==> config.mk <==
export PLATFORM = sky130hd
export DESIGN_NAME = ysyx_ifu_icache
export DESIGN_NICKNAME = d
export VERILOG_FILES = /design/src/rtl/ysyx_ifu_icache_pkg.sv /design/src/rtl/ysyx_icache_way.sv /design/src/rtl/ysyx_ifu_icache.sv
export SDC_FILE = /design/constraint.sdc
export NUM_CORES = 2
export LEC_CHECK = 0
export BUFFER_PORTS_ARGS = -buffer_cell sky130_fd_sc_hd__buf_2
export CORE_UTILIZATION = 55
export CTS_BUF_LIST = sky130_fd_sc_hd__clkbuf_16
export CTS_CLUSTER_SIZE = 30
export DETAILED_ROUTE_END_ITERATION = 12
export PLACE_DENSITY = 0.71
export SETUP_SLACK_MARGIN = 0.02
export SYNTH_ARGS = -nofsm -noshare
export SYNTH_HDL_FRONTEND = slang
export SYNTH_HIERARCHICAL = 1
export SYNTH_MEMORY_MAX_BITS = 65536
export SYNTH_SLANG_ARGS = --single-unit
export TNS_END_PERCENT = 5
==> constraint.sdc <==
create_clock -name clk -period 11 [get_ports clk]
set_input_delay 2.2 -clock clk [delete_from_list [all_inputs] [get_ports clk]]
set_output_delay 2.2 -clock clk [all_outputs]
set_load 0.03 [all_outputs]
==> src/rtl/ysyx_ifu_icache_pkg.sv <==
// rtl/ysyx_ifu_icache_pkg.sv - shared state encoding and field-width helpers for the IFU icache
package ysyx_ifu_icache_pkg;

    typedef enum logic [2:0] {
        S_IDLE   = 3'd0,
        S_LOOKUP = 3'd1,
        S_AR     = 3'd2,
        S_RDATA  = 3'd3,
        S_RESP   = 3'd4
    } state_t;

    localparam int DEF_SETS       = 16;
    localparam int DEF_LINE_WORDS = 4;

    // A single-word line still needs a 1-bit word select so the arrays index cleanly.
    function automatic int clog2_min1(input int n);
        return (n > 1) ? $clog2(n) : 1;
    endfunction

    localparam int DEF_OFF_W  = $clog2(DEF_LINE_WORDS) + 2;
    localparam int DEF_IDX_W  = $clog2(DEF_SETS);
    localparam int DEF_WORD_W = clog2_min1(DEF_LINE_WORDS);

endpackage

==> src/rtl/ysyx_icache_way.sv <==
// rtl/ysyx_icache_way.sv - one way of the icache: data, tag and valid arrays with bulk invalidate
module ysyx_icache_way #(
    parameter int SETS       = 16,
    parameter int LINE_WORDS = 4,
    parameter int TAG_W      = 24,
    parameter int DATA_W     = 32,
    parameter int IDX_W      = 4,
    parameter int WORD_W     = 2
) (
    input  logic              clk,
    input  logic              rst,
    input  logic              inval_all,
    input  logic [IDX_W-1:0]  rd_index,
    input  logic [WORD_W-1:0] rd_word,
    output logic              rd_valid,
    output logic [TAG_W-1:0]  rd_tag,
    output logic [DATA_W-1:0] rd_data,
    input  logic [IDX_W-1:0]  wr_index,
    input  logic [WORD_W-1:0] wr_word,
    input  logic [DATA_W-1:0] wr_data,
    input  logic [TAG_W-1:0]  wr_tag,
    input  logic              data_we,
    input  logic              tag_we
);

    logic [SETS-1:0]   valid;
    logic [TAG_W-1:0]  tags [SETS];
    logic [DATA_W-1:0] data [SETS][LINE_WORDS];

    // Invalidate wins over install so a flush coinciding with the last beat drops the new line.
    always_ff @(posedge clk) begin
        if (!rst || inval_all) begin
            valid <= '0;
        end else if (tag_we) begin
            valid[wr_index] <= 1'b1;
        end
    end

    always_ff @(posedge clk) begin
        if (tag_we) begin
            tags[wr_index] <= wr_tag;
        end
        if (data_we) begin
            data[wr_index][wr_word] <= wr_data;
        end
    end

    assign rd_valid = valid[rd_index];
    assign rd_tag   = tags[rd_index];
    assign rd_data  = data[rd_index][rd_word];

endmodule

==> src/rtl/ysyx_ifu_icache.sv <==
// rtl/ysyx_ifu_icache.sv - set-associative instruction cache with burst refill, kill and fence.i flush
module ysyx_ifu_icache
    import ysyx_ifu_icache_pkg::*;
#(
    parameter int ADDR_W     = 32,
    parameter int DATA_W     = 32,
    parameter int SETS       = DEF_SETS,
    parameter int WAYS       = 2,
    parameter int LINE_WORDS = DEF_LINE_WORDS
) (
    input  logic              clk,
    input  logic              rst,
    input  logic              req_valid,
    output logic              req_ready,
    input  logic [ADDR_W-1:0] req_pc,
    output logic              resp_valid,
    input  logic              resp_ready,
    output logic [ADDR_W-1:0] resp_pc,
    output logic [DATA_W-1:0] resp_inst,
    input  logic              kill,
    input  logic              flush,
    output logic              bus_arvalid,
    input  logic              bus_arready,
    output logic [ADDR_W-1:0] bus_araddr,
    output logic [7:0]        bus_arlen,
    input  logic              bus_rvalid,
    input  logic [DATA_W-1:0] bus_rdata,
    input  logic              bus_rlast
);

    localparam int OFF_W  = $clog2(LINE_WORDS) + 2;
    localparam int IDX_W  = $clog2(SETS);
    localparam int TAG_W  = ADDR_W - OFF_W - IDX_W;
    localparam int WORD_W = clog2_min1(LINE_WORDS);

    state_t            state;
    logic [ADDR_W-1:0] pc_r;
    logic [WORD_W-1:0] beat_cnt;
    logic              vic_r;
    logic              kill_pend;
    logic              flush_pend;

    logic [IDX_W-1:0]  idx;
    logic [TAG_W-1:0]  tag;
    logic [WORD_W-1:0] word;

    assign idx  = pc_r[OFF_W +: IDX_W];
    assign tag  = pc_r[ADDR_W-1 -: TAG_W];
    assign word = WORD_W'(pc_r >> 2) & WORD_W'(LINE_WORDS - 1);

    logic [WAYS-1:0]   way_valid;
    logic [TAG_W-1:0]  way_tag  [WAYS];
    logic [DATA_W-1:0] way_data [WAYS];

    logic beat_fire;
    logic flush_now;
    assign beat_fire = (state == S_RDATA) && bus_rvalid;
    assign flush_now = (flush || flush_pend) &&
                       (state == S_IDLE || state == S_RESP || (beat_fire && bus_rlast));

    for (genvar w = 0; w < WAYS; w++) begin : g_way
        ysyx_icache_way #(
            .SETS(SETS), .LINE_WORDS(LINE_WORDS), .TAG_W(TAG_W),
            .DATA_W(DATA_W), .IDX_W(IDX_W), .WORD_W(WORD_W)
        ) u_way (
            .clk      (clk),
            .rst      (rst),
            .inval_all(flush_now),
            .rd_index (idx),
            .rd_word  (word),
            .rd_valid (way_valid[w]),
            .rd_tag   (way_tag[w]),
            .rd_data  (way_data[w]),
            .wr_index (idx),
            .wr_word  (beat_cnt),
            .wr_data  (bus_rdata),
            .wr_tag   (tag),
            .data_we  (beat_fire && (vic_r == 1'(w))),
            .tag_we   (beat_fire && bus_rlast && (vic_r == 1'(w)))
        );
    end

    logic              hit;
    logic              hit_way;
    logic [DATA_W-1:0] hit_data;
    logic              victim;
    logic              lru_bit;

    always_comb begin
        hit      = 1'b0;
        hit_way  = 1'b0;
        hit_data = '0;
        for (int w = 0; w < WAYS; w++) begin
            if (way_valid[w] && way_tag[w] == tag) begin
                hit      = 1'b1;
                hit_way  = 1'(w);
                hit_data = way_data[w];
            end
        end
    end

    // Lowest-numbered invalid way first, otherwise the LRU way.
    always_comb begin
        victim = lru_bit;
        for (int w = WAYS - 1; w >= 0; w--) begin
            if (!way_valid[w]) begin
                victim = 1'(w);
            end
        end
    end

    logic lru_upd;
    logic lru_way;
    assign lru_upd = (state == S_LOOKUP && !kill && hit) || (beat_fire && bus_rlast);
    assign lru_way = (state == S_LOOKUP) ? hit_way : vic_r;

    if (WAYS == 2) begin : g_lru
        logic [SETS-1:0] lru;
        always_ff @(posedge clk) begin
            if (!rst) begin
                lru <= '0;
            end else if (lru_upd) begin
                lru[idx] <= ~lru_way;
            end
        end
        assign lru_bit = lru[idx];
    end else begin : g_nolru
        assign lru_bit = 1'b0;
    end

    assign resp_pc   = pc_r;
    assign bus_arlen = 8'(LINE_WORDS - 1);

    always_ff @(posedge clk) begin
        if (!rst) begin
            state       <= S_IDLE;
            req_ready   <= 1'b1;
            resp_valid  <= 1'b0;
            resp_inst   <= '0;
            bus_arvalid <= 1'b0;
            bus_araddr  <= '0;
            pc_r        <= '0;
            beat_cnt    <= '0;
            vic_r       <= 1'b0;
            kill_pend   <= 1'b0;
            flush_pend  <= 1'b0;
        end else begin
            if (flush_now) begin
                flush_pend <= 1'b0;
            end else if (flush) begin
                flush_pend <= 1'b1;
            end

            case (state)
                S_IDLE: begin
                    if (req_valid && !kill) begin
                        pc_r      <= req_pc;
                        req_ready <= 1'b0;
                        state     <= S_LOOKUP;
                    end
                end
                S_LOOKUP: begin
                    if (kill) begin
                        req_ready <= 1'b1;
                        state     <= S_IDLE;
                    end else if (hit) begin
                        resp_inst  <= hit_data;
                        resp_valid <= 1'b1;
                        state      <= S_RESP;
                    end else begin
                        vic_r       <= victim;
                        kill_pend   <= 1'b0;
                        bus_arvalid <= 1'b1;
                        bus_araddr  <= {pc_r[ADDR_W-1:OFF_W], {OFF_W{1'b0}}};
                        state       <= S_AR;
                    end
                end
                S_AR: begin
                    if (kill) begin
                        kill_pend <= 1'b1;
                    end
                    if (bus_arready) begin
                        bus_arvalid <= 1'b0;
                        beat_cnt    <= '0;
                        state       <= S_RDATA;
                    end
                end
                S_RDATA: begin
                    if (kill) begin
                        kill_pend <= 1'b1;
                    end
                    if (bus_rvalid) begin
                        beat_cnt <= beat_cnt + 1'b1;
                        if (beat_cnt == word) begin
                            resp_inst <= bus_rdata;
                        end
                        if (bus_rlast) begin
                            if (kill || kill_pend) begin
                                req_ready <= 1'b1;
                                state     <= S_IDLE;
                            end else begin
                                resp_valid <= 1'b1;
                                state      <= S_RESP;
                            end
                        end
                    end
                end
                S_RESP: begin
                    if (kill || resp_ready) begin
                        resp_valid <= 1'b0;
                        req_ready  <= 1'b1;
                        state      <= S_IDLE;
                    end
                end
                default: begin
                    state     <= S_IDLE;
                    req_ready <= 1'b1;
                end
            endcase
        end
    end

endmodule

Yosys cells after proc, flatten, opt, wreduce, memory -nomap -nowiden. Memories as Yosys holds them, arrays and structs flattened. A register that Yosys moved wholly into a read port is not among the register bits. Cells that the tools add are included.

Logic and storage cells: 173. Bits in writable memories: 4864. Memories: 4. Flip-flop bits (word level): 151.

Memory list: g_way[0].u_way.data (depth 16, width 128, read ports 1, clocked after memory_dff 1, wr ports 1, line ysyx_icache_way.sv:28) `logic [DATA_W-1:0] data [SETS][LINE_WORDS];`; g_way[1].u_way.data (depth 16, width 128, read ports 1, clocked after memory_dff 1, wr ports 1, line ysyx_icache_way.sv:28); g_way[0].u_way.tags (depth 16, width 24, read ports 1, clocked after memory_dff 1, wr ports 1, line ysyx_icache_way.sv:27) `logic [TAG_W-1:0] tags [SETS];`; g_way[1].u_way.tags (depth 16, width 24, read ports 1, clocked after memory_dff 1, wr ports 1, line ysyx_icache_way.sv:27).

Equal/unequal tests: 20. Reductions and logical operators: 40. Bitwise operators: 10. Order comparisons: 5. Multiplexer cells: 79. $add $sub $neg: 1.

Operators by type and width (count): two-way mux 32 bit (11); two-way mux 128 bit (2); binary-select mux 32 bit (select 2 bit) (2); demux 32 bit (select 2 bit) (1); one-hot mux 32 bit (2 select lines) (1); equality test 24 bit (2); two-way mux 1 bit (33); two-way mux 4 bit (8); OR 16 bit (2); two-way mux 3 bit (8); bitwise mux 16 bit (1); != test 2 bit, second input constant (8); one-hot mux 3 bit (5 select lines) (1); logical AND 1 bit (14); AND reduction 7 bit (2); binary-select mux 1 bit (select 4 bit) (3); != test 2 x 1 -> 1 bit, second input constant (5); AND reduction 5 bit (2); AND reduction 4 bit (2); nonzero test 2 bit (4); logical OR 1 bit (7); equality test 3 x 2 -> 1 bit, second input constant (2); greater-or-equal comparator 3 bit, second input constant (2); inverter 1 bit (6); other kinds (20) (26).

Longest topological paths before layout.
Depth in word-level cells: 9. Gate-level depth with buffers: 17. Depth with buffers taken out: 10.

Modules after synthesis. Netlist, hierarchy kept.

By module, submodules not included: ysyx_icache_way (g_way[0].u_way) (area each 93414.6 um^2, cells an instance 4038, seq. area each 73350.3 um^2, instances 1); ysyx_icache_way (g_way[1].u_way) (area each 92542.5 um^2, cells an instance 3892, seq. area each 73350.3 um^2, instances 1); ysyx_ifu_icache (area each 7400.8 um^2, cells an instance 895, seq. area each 2382.3 um^2, instances 1).

Worst setup path before layout. No wires, ideal clock.

Kind: input to register. Start: input port bus_rvalid. End: memory g_way[1].u_way/data[15][100] (netlist bit), enable pin. Data required time: 10579 ps. Arrival time: 4648 ps. Slack: 5931 ps. Path buffers: 2. Stages on the path: 6. Setup time: 421 ps. Path through: nand2_1 -> nor2_1 -> or3b_2 -> clkbuf_1 -> clkbuf_1 -> nor2_1.

Cells in the longest elaborated chain, start to end: 4.

RTL lines: start, declared (line ysyx_ifu_icache.sv:26) `input logic bus_rvalid,`; logical AND 1 bit (line ysyx_ifu_icache.sv:57) `assign beat_fire = (state == S_RDATA) && bus_rvalid;`; logical AND 1 bit (line ysyx_ifu_icache.sv:78) `.data_we (beat_fire && (vic_r == 1'(w))),`; two-way mux 1 bit (line ysyx_icache_way.sv:43) `if (data_we) begin`; two-way mux 128 bit (implied by the code) (line ysyx_icache_way.sv:44) `data[wr_index][wr_word] <= wr_data;`; end, declared (line ysyx_icache_way.sv:28).

Every way passes these cells.

Final worst setup path.
Start: register pc_r[5] (netlist: resp_pc[5]). End: register resp_inst[2].

Cells in the longest elaborated chain, start to end: 8. Elaborated cells between the ends (all ways): 15.

RTL lines: start, declared (line ysyx_ifu_icache.sv:37) `logic [ADDR_W-1:0] pc_r;`; start signal, assigned (line ysyx_ifu_icache.sv:157) `pc_r <= req_pc;`; binary-select mux 1 bit (select 4 bit) (line ysyx_icache_way.sv:48) `assign rd_valid = valid[rd_index];`; two-way mux 1 bit (implied by the code) (line ysyx_icache_way.sv:48); logical AND 1 bit (line ysyx_ifu_icache.sv:94) `if (way_valid[w] && way_tag[w] == tag) begin`; two-way mux 32 bit (2 in a row) (line ysyx_ifu_icache.sv:94); two-way mux 32 bit (line ysyx_ifu_icache.sv:166) `end else if (hit) begin`; two-way mux 32 bit (line ysyx_ifu_icache.sv:163) `if (kill) begin`; one-hot mux 32 bit (2 select lines) (line ysyx_ifu_icache.sv:154) `case (state)`; end signal, assigned (line ysyx_ifu_icache.sv:167) `resp_inst <= hit_data;`; end signal, assigned (line ysyx_ifu_icache.sv:195) `resp_inst <= bus_rdata;`; end, declared (line ysyx_ifu_icache.sv:19) `output logic [DATA_W-1:0] resp_inst,`.

Several ways; a longest one is shown, not always the timed one. The select of a mux whose other input is x is not followed. A chain may end at the register's enable or synchronous reset.

==> results.toml <==
[status]
status = "finished with violations"
violations = "capacitance limit, slew limit"

[drt]
vias = 97423
wirelength_mm = 511
via_per_inst = 6.82
wl_per_cell_um = 35.8
drc = 0
ant_nets = 0
drtIter0Drc = 16166
drt-pass1-iter-count = 8

[yosys]
ys_async_sr_fraction = 0
synth.top_cells.by_area = "edfxtp_1 (76%), mux4_2 (14%), dfxtp_1 (1.6%), mux2i_1 (1.4%), o22ai_1 (0.53%)"
syn_inst = 8825
yosysTopAreaCell = "edfxtp_1"
ys_warn_count = 6
synth.distinct_cells = 76
syn_avg_cell_area_um2 = 21.9
synth.most_common_cell = "edfxtp_1"
yosysTopAreaCellShare = 0.755
ys_seq_area_frac = 0.771
ys_ff_latch = 5015
synth_edf_count = 4864
syn_area_um2 = 193000
synthFlopType = "edfxtp_1"
yosys-top-cells-count = "edfxtp_1 (4864), mux4_2 (1226), mux2i_1 (267), nor2_1 (267), nand2_1 (263)"

[timing]
worst_slack_ps = 3970
grt_setup_unrepaired = "no"
drv_slew = 2
fin_worst_skew_ps = 116
setup_violations = 0
slew_headroom = -0.104
max_freq_ghz = 0.142
finalHoldViolCount = 0
tightestPinTransition_ps = 1610
setup_tns_ps = 0
finalCritPeriodShare = 0.639
timing.final.crit_period_ps = 7030

[worst_setup_path]
cp.arrival_ps = 7960
crit_slowest_cell = "a2111oi_0"
worst_setup_path_end_kind = "register"
worstPathCellList = "buf_12, buf_4, buf_4, or2_2, o22ai_1, a21oi_1, a311oi_1, buf_4, nor4_1, nand4_1, a2111oi_0, a311oi_1, o21ai_1"
slowest_delay_ps = 1380
crit_path_start_kind = "register"
required_ps = 11930
cpMostUsedCell = "buf_4"
critPathKind = "register to register"
cp_max_fo = 116
worst-path-buf-inv = 4
critPathTopFamily = "compound AO/OA/AOI/OAI gates"

[global_route]
grt_max_degree = 127
first_global_vias = 96539
grt.overflow.total = 0
grtUsageTotal = 0.287
antenna_found_initial = 33
grt_pass1_wl_mm = 718

[cells_and_area]
area_growth_pct = 11.7
final_nets = 9342
final_core_util = 0.618
drive_gt1_frac = 0.275

[power]
switching_share = 0.224
power_switching_uw = 8880
pwr-share-comb = 0.072
sequentialPowerShare = 0.530
p_per_area_nw_per_um2 = 184
worst_ir_drop_vdd_uv = 161
clock_power_share = 0.398
p_leak_uw = 0.0654
intPower_uw = 30800
power_uw = 39700

[placement]
place.gp.congestion = 0.875
io_buffers = 167
dp_slack_ps = 4490
place.detailed.hpwl_mm = 282

[floorplan]
fp.coreArea_um2 = 350000
rows = 217
fp.dieH_um = 595
num_io_pins = 180
die-width_um = 595
die_area_um2 = 354000
start_util = 0.553

[hold_path]
holdCritPathClass = "register to register"

[clock_network]
holdBufCountCts = 0
post_cts_buffers = 0
clockBufferDepth = 4
clock-sinks = 5015
clk_latency_ps = 1020
cts_buffers = 472
htree_num_levels = 5
clockRootBuffer = "clkbuf_16"
cts_resized = 0
clk_pin_slew_ps = 60
cts_tree = "done"

[run]
maxCapViolCount = 2
placed cells by master (no fill, tap or decap), types with 55 or more instances in the layout:
master | Yosys | layout
a311oi_1 | 59 | 55
clkinv_2 | 0 | 77
o22ai_1 | 164 | 164
mux4_2 | 1226 | 1226
nor2_1 | 267 | 106
a21oi_1 | 173 | 173
edfxtp_1 | 4864 | 4864
mux2i_1 | 267 | 267
clkbuf_16 | 0 | 481
buf_4 | 115 | 356
nand2_1 | 263 | 262
buf_2 | 121 | 134
clkinv_1 | 1 | 113
nor2_4 | 0 | 161
inv_1 | 5 | 114
dfxtp_1 | 151 | 145
a22oi_1 | 73 | 73
registers in the layout (all words and copies together) (netlist names):
register and count:
g_way.u_way/data 4096, g_way.u_way/tags 768, g_way.u_way/valid 32, resp_inst 32, resp_pc 32, bus_araddr 28
g_lru.lru 16, state 3, beat_cnt 2, bus_arvalid 1, flush_pend 1, kill_pend 1
req_ready 1, resp_valid 1, vic_r 1
worst paths after layout:
check | from | to | slack, ps | depth (start not counted)
worst max-delay path | resp_pc[5] | resp_inst[2] | 3970 | 13
worst min-delay path | bus_araddr[5] | bus_araddr[5] | 450 | 2
worst max register to register | resp_pc[5] | resp_inst[2] | 3970 | 13
worst min register to register | bus_araddr[5] | bus_araddr[5] | 450 | 2
area by class of cell:
cell class | instances | area [um^2]
flip-flops and latches | 5015 | 149000
fillers | 23360 | 134000
well taps | 4599 | 5750
inverters | 7 | 26.3
multi-input cells | 3267 | 42500
repair buffers | 506 | 3650
clock inverters | 393 | 2960
diodes | 11 | 27.5
clock buffers | 481 | 12000
worst reg2reg max path, stage by stage (launching register included):
cell	delay [ps]
dfxtp_4	800
buf_12	700
buf_4	680
buf_4	730
or2_2	400
o22ai_1	170
a21oi_1	200
a311oi_1	140
buf_4	230
nor4_1	920
nand4_1	260
a2111oi_0	1380
a311oi_1	150
o21ai_1	210
routing by layer:
metal	track usage	wire length (um)	vias to the layer above	part of all wire
met2	0.440	237000	6341	0.46
li1	-	-	38394	-
met4	0.112	22200	10	0.043
met3	0.0707	63800	1080	0.12
met5	0.00149	160	-	0.00031
met1	0.402	188000	51598	0.37
stage by stage:
step           hold slack, ps  instances  cell area, um^2
4_1_cts                   458      14267           216000
5_1_grt                   473      14270           216000
2_1_floorplan             432       8835           193000
3_5_place_dp              449      13393           201000
6_report                  455      14279           216000
3_3_place_gp              439      13393           201000
kinds of logic after synthesis:
family | synth area share
xor+xnor | 0.00226
simple gates | 0.0203
buf+inv | 0.0163
compound gates | 0.0312
flops | 0.771
other cells | 0.0000388
mux | 0.159
power by group through the flow:
stage | registers (uW) | clock network (uW) | logic, uW
after global placement | 21400 | 0 | 2770
final | 21000 | 15800 | 2870
after floorplan | 21500 | 0 | 1660
after CTS | 21000 | 16000 | 2840
after global routing | 21000 | 16600 | 2970
after detailed placement | 21400 | 0 | 2830
Note: power is estimated with default switching activity, not from simulation.
